File: src/rtl/async_pkg.sv
// Shared types and constants for the asynchronous-boundary library.
package async_pkg;

    // Handshake state of a 4-phase bundled-data receiver.
    typedef enum logic {
        IDLE,
        ACKED
    } bd4_state_t;

    // Legal depth range of a request synchroniser.
    localparam int unsigned BD4_SYNC_MIN = 2;
    localparam int unsigned BD4_SYNC_MAX = 4;

endpackage

File: src/rtl/sync_ff.sv
// 1-bit flop-chain synchroniser; asynchronous active-low reset to 0.
module sync_ff #(
    parameter int unsigned STAGES = 2
) (
    input  logic clk,
    input  logic rst_n,
    input  logic d_i,
    output logic q_o
);

    logic [STAGES-1:0] chain_q;

    // Shift the asynchronous input through the chain; only the last flop is used.
    always_ff @(posedge clk or negedge rst_n) begin
        if (!rst_n) begin
            chain_q <= '0;
        end else begin
            chain_q <= {chain_q[STAGES-2:0], d_i};
        end
    end

    assign q_o = chain_q[STAGES-1];

endmodule

File: src/rtl/bd4_sync_sink.sv
// Clocked receiver for a 4-phase bundled-data channel: synchronises the
// request, captures the bundled word into a one-entry valid/ready buffer and
// returns the acknowledge.
module bd4_sync_sink
    import async_pkg::*;
#(
    parameter int unsigned WIDTH       = 8,
    parameter int unsigned SYNC_STAGES = 2
) (
    input  logic             clk,
    input  logic             rst_n,
    input  logic             req_in,
    input  logic [WIDTH-1:0] data_in,
    output logic             ack_out,
    output logic             out_valid,
    input  logic             out_ready,
    output logic [WIDTH-1:0] out_data
);

    if (SYNC_STAGES < BD4_SYNC_MIN || SYNC_STAGES > BD4_SYNC_MAX) begin : g_bad_sync
        $error("bd4_sync_sink: SYNC_STAGES must be in 2..4");
    end

    logic             req_s;
    logic             can_load;
    logic             load;
    bd4_state_t       state_q;
    logic             valid_q;
    logic [WIDTH-1:0] data_q;

    sync_ff #(
        .STAGES (SYNC_STAGES)
    ) u_req_sync (
        .clk   (clk),
        .rst_n (rst_n),
        .d_i   (req_in),
        .q_o   (req_s)
    );

    // Buffer is empty, or its word leaves on this edge.
    assign can_load = !valid_q || out_ready;
    // data_in is only trusted once the synchronised request is seen in IDLE.
    assign load     = (state_q == IDLE) && req_s && can_load;

    // Handshake FSM plus the one-entry output register.
    always_ff @(posedge clk or negedge rst_n) begin
        if (!rst_n) begin
            state_q <= IDLE;
            valid_q <= 1'b0;
            data_q  <= '0;
        end else begin
            unique case (state_q)
                IDLE:  if (load) state_q <= ACKED;
                ACKED: if (!req_s) state_q <= IDLE;
            endcase

            if (load) begin
                data_q  <= data_in;
                valid_q <= 1'b1;
            end else if (valid_q && out_ready) begin
                valid_q <= 1'b0;
            end
        end
    end

    // Acknowledge depends on the state flop only, never on req_s directly.
    assign ack_out   = (state_q == ACKED);
    assign out_valid = valid_q;
    assign out_data  = data_q;

endmodule

File: config.mk
export PLATFORM = sky130hd
export DESIGN_NAME = bd4_sync_sink
export DESIGN_NICKNAME = d
export VERILOG_FILES = /design/src/rtl/async_pkg.sv /design/src/rtl/sync_ff.sv /design/src/rtl/bd4_sync_sink.sv
export SDC_FILE = /design/constraint.sdc
export NUM_CORES = 1
export LEC_CHECK = 0
export ABC_AREA = 1
export ABC_CLOCK_PERIOD_IN_PS = 1100
export CAP_MARGIN = 30
export CORE_AREA = 2 2 39 41
export CTS_BUF_LIST = sky130_fd_sc_hd__clkbuf_16
export DETAILED_ROUTE_END_ITERATION = 7
export DIE_AREA = 0 0 41 43
export GPL_TIMING_DRIVEN = 0
export HOLD_SLACK_MARGIN = 0.15
export MAX_ROUTING_LAYER = met4
export PLACE_DENSITY = 0.74
export SLEW_MARGIN = 20
export SYNTH_ARGS = -nofsm -noshare
export SYNTH_HDL_FRONTEND = slang
export SYNTH_SLANG_ARGS = --single-unit
File: constraint.sdc
create_clock -name clk -period 1.1 [get_ports clk]
set_input_delay 0.165 -clock clk [delete_from_list [all_inputs] [get_ports clk]]
set_output_delay 0.165 -clock clk [all_outputs]
set_load 0.005 [all_outputs]
==> metrics.csv <==
metric,value,unit
status,finished clean,
crit_cells,1,
final_cell_area,767,um^2
synth_top_family_by_area,simple AND/OR/NAND/NOR gates,
fmax,957,MHz
finalSetupViolations,0,
crit_path_start,out_valid,
path_cells,dlygate4sd2_1,
dp_hpwl,635,um
hold_path_class,input port to async pin,
grt_overflow,0,
port-buffer-count,21,
pin_count,22,
gp_congestion,0.700,
drt-total-wl,898,um
yosysWarnings,0,
nets,85,
start_kind,flop,
path_clk_slew,40,ps
die_h,43,um
route.detailed.drc,0,
synth_top_cell_area_share,0.670,
synth_sequential_area_ratio,0.670,
endpoint,out_valid,
clockBufferDepth,2,
antenna_found_initial,0,
rows,14,
h-tree-depth,1,
syn_area,448,um^2
power_density,2140,mW/mm^2
critical_path_buf_inv_count,1,
synthXorXnorAreaFrac,0,
max_slew_margin,0.661,
die_width,41,um
yosys.area.top_type,dfrtp_1,
synth-seq-cells,12,
grt_use_total,0.125,
crit_arrival,880,ps
worstReg2RegEnd,out_data[7],
finalCriticalPeriod,1050,ps
reg2reg_slack,70,ps
syn_inst,44,
ys_types,7,
maxCapViolations,0,
cp_top_family,flip-flops,
finalCritPeriodShare,0.950,
wire_per_inst,10.2,um
synthTopCellsByArea,"dfrtp_1 67%, nand2_1 16%, nand3_1 8.9%",
cp_data_required_time,940,ps
cts_hold_buffers,0,
drive_above_1_share,0.125,
crit_type,flop to primary output,
rsz0062_at_grt,no,
grt_max_degree,13,
die_area,0.00176,mm^2
clock_skew,0.556,ps
cp_max_fo,2,
max_stage_delay,380,ps
cts_buffers,3,
final_max_slew_viol_count,0,
worst_pin_slew,507,ps
drt_iter0_drc,4,
diodes,0,
synth_fp_nets,56,
placed_area,678,um^2
irDropWorstVdd,0.925,mV
drt-vias-per-instance,4.35,
slowest_stage,dfrtp_1,
timing.rr.start,ack_out,
cts_root_buffer,clkbuf_16,
avgSynthCellArea,10.2,um^2
cts_tree,done,
syn2layout_area_growth,71.2,%
p_leak,0.404,nW
cts.sinks,12,
firstDrtPassIters,4,
hold_violations,0,
synth_mux_area_frac,0,
crit_path_end_kind,primary output,
synth_fa_ha_area_frac,0,
vias,383,
grt_pass1_wl,1.34,mm
drtAntennaViolNets,0,
initial_core_util,0.324,
synth_compound_area_frac,0,
first_global_vias,319,
finalSetupTns,0,ps
r2r_cells,5,
synth_simple_gate_area_share,0.313,
insertion_delay,230,ps
coreArea,0.00138,mm^2
[registers in the layout (all words and copies together), names as in the netlist]
register / flops
u_req_sync.chain_q: 2
ack_out: 1
out_data: 8
out_valid: 1
[Yosys cell counts (all sizes together)]
master / n
dfrtp: 12
inv: 2
nand2: 21
nand3: 8
nor2: 1
[logic make-up (layout without fill, tap and decap cells)]
logic type	Yosys count	in the layout
DFF	12	12
and+or+nand+nor	30	30
buffers and inverters	2	30
[cells in the final DEF, fill, tap and decap left out]
cell type / n
nand2_1: 19
dfrtp_1: 12
clkdlybuf4s50_1: 11
dlygate4sd2_1: 10
nand3_1: 8
clkbuf_16: 3
buf_4: 3
inv_1: 2
nor2_4: 1
nand2_2: 1
nand2_4: 1
clkinv_1: 1
[through the flow]
stage | worst slack, ps | instances | hold WS, ps | utilization | power (mW)
3_5_place_dp | -124 | 81 | 345 | 0.490 | 1.07
3_3_place_gp | -111 | 81 | 333 | 0.490 | 1.05
2_1_floorplan | 167 | 44 | -131 | - | 0.766
5_1_grt | 12.9 | 88 | 314 | 0.554 | 1.75
6_report | 54.7 | 88 | 273 | 0.554 | 1.64
4_1_cts | 2.12 | 86 | 288 | 0.543 | 1.65
[where the power goes]
group,internal [mW],leakage (nW),switching (mW),total (mW)
registers,0.557,0.147,0.0533,0.610
logic,0.215,0.219,0.175,0.389
clock network,0.476,0.0385,0.168,0.645
total,1.25,0.404,0.396,1.64
[how the worst min path moves through the flow]
stage	start	to	slack, ps	cells past startpoint
global route	rst_n	out_data[0]	310	1
floorplan	rst_n	ack_out	-130	0
finish	rst_n	out_data[6]	270	1
CTS	rst_n	out_data[0]	290	1
global placement	u_req_sync.chain_q[0]	u_req_sync.chain_q[1]	330	0
detailed placement	u_req_sync.chain_q[0]	u_req_sync.chain_q[1]	340	0
[layer usage]
metal / routed length [um] / vias up / GRT usage
met1: 344 / 176 / 0.134
met2: 476 / 12 / 0.175
met3: 49 / 2 / 0.0314
met4: 27 / 0 / 0.120
li1: - / 193 / -
met5: 0 / - / -
[final cells by class]
class,instances,area (um^2)
clock buffer,3,75.1
clock inverter,1,3.75
fill,132,617
inverter,2,7.51
multi-input combinational,30,140
sequential,12,300
tap,16,20.0
timing repair buffer,24,220
[repair_timing]
| action | CTS | global route |
|---|---|---|
| pin swaps | 2 | 1 |
| cloned | 0 | 0 |
| setup buffers | 1 | 2 |
| gates resized for setup | 10 | 0 |
| setup endpoints to repair | 10 | 8 |
No activity file was read; power rests on OpenSTA's default activity.
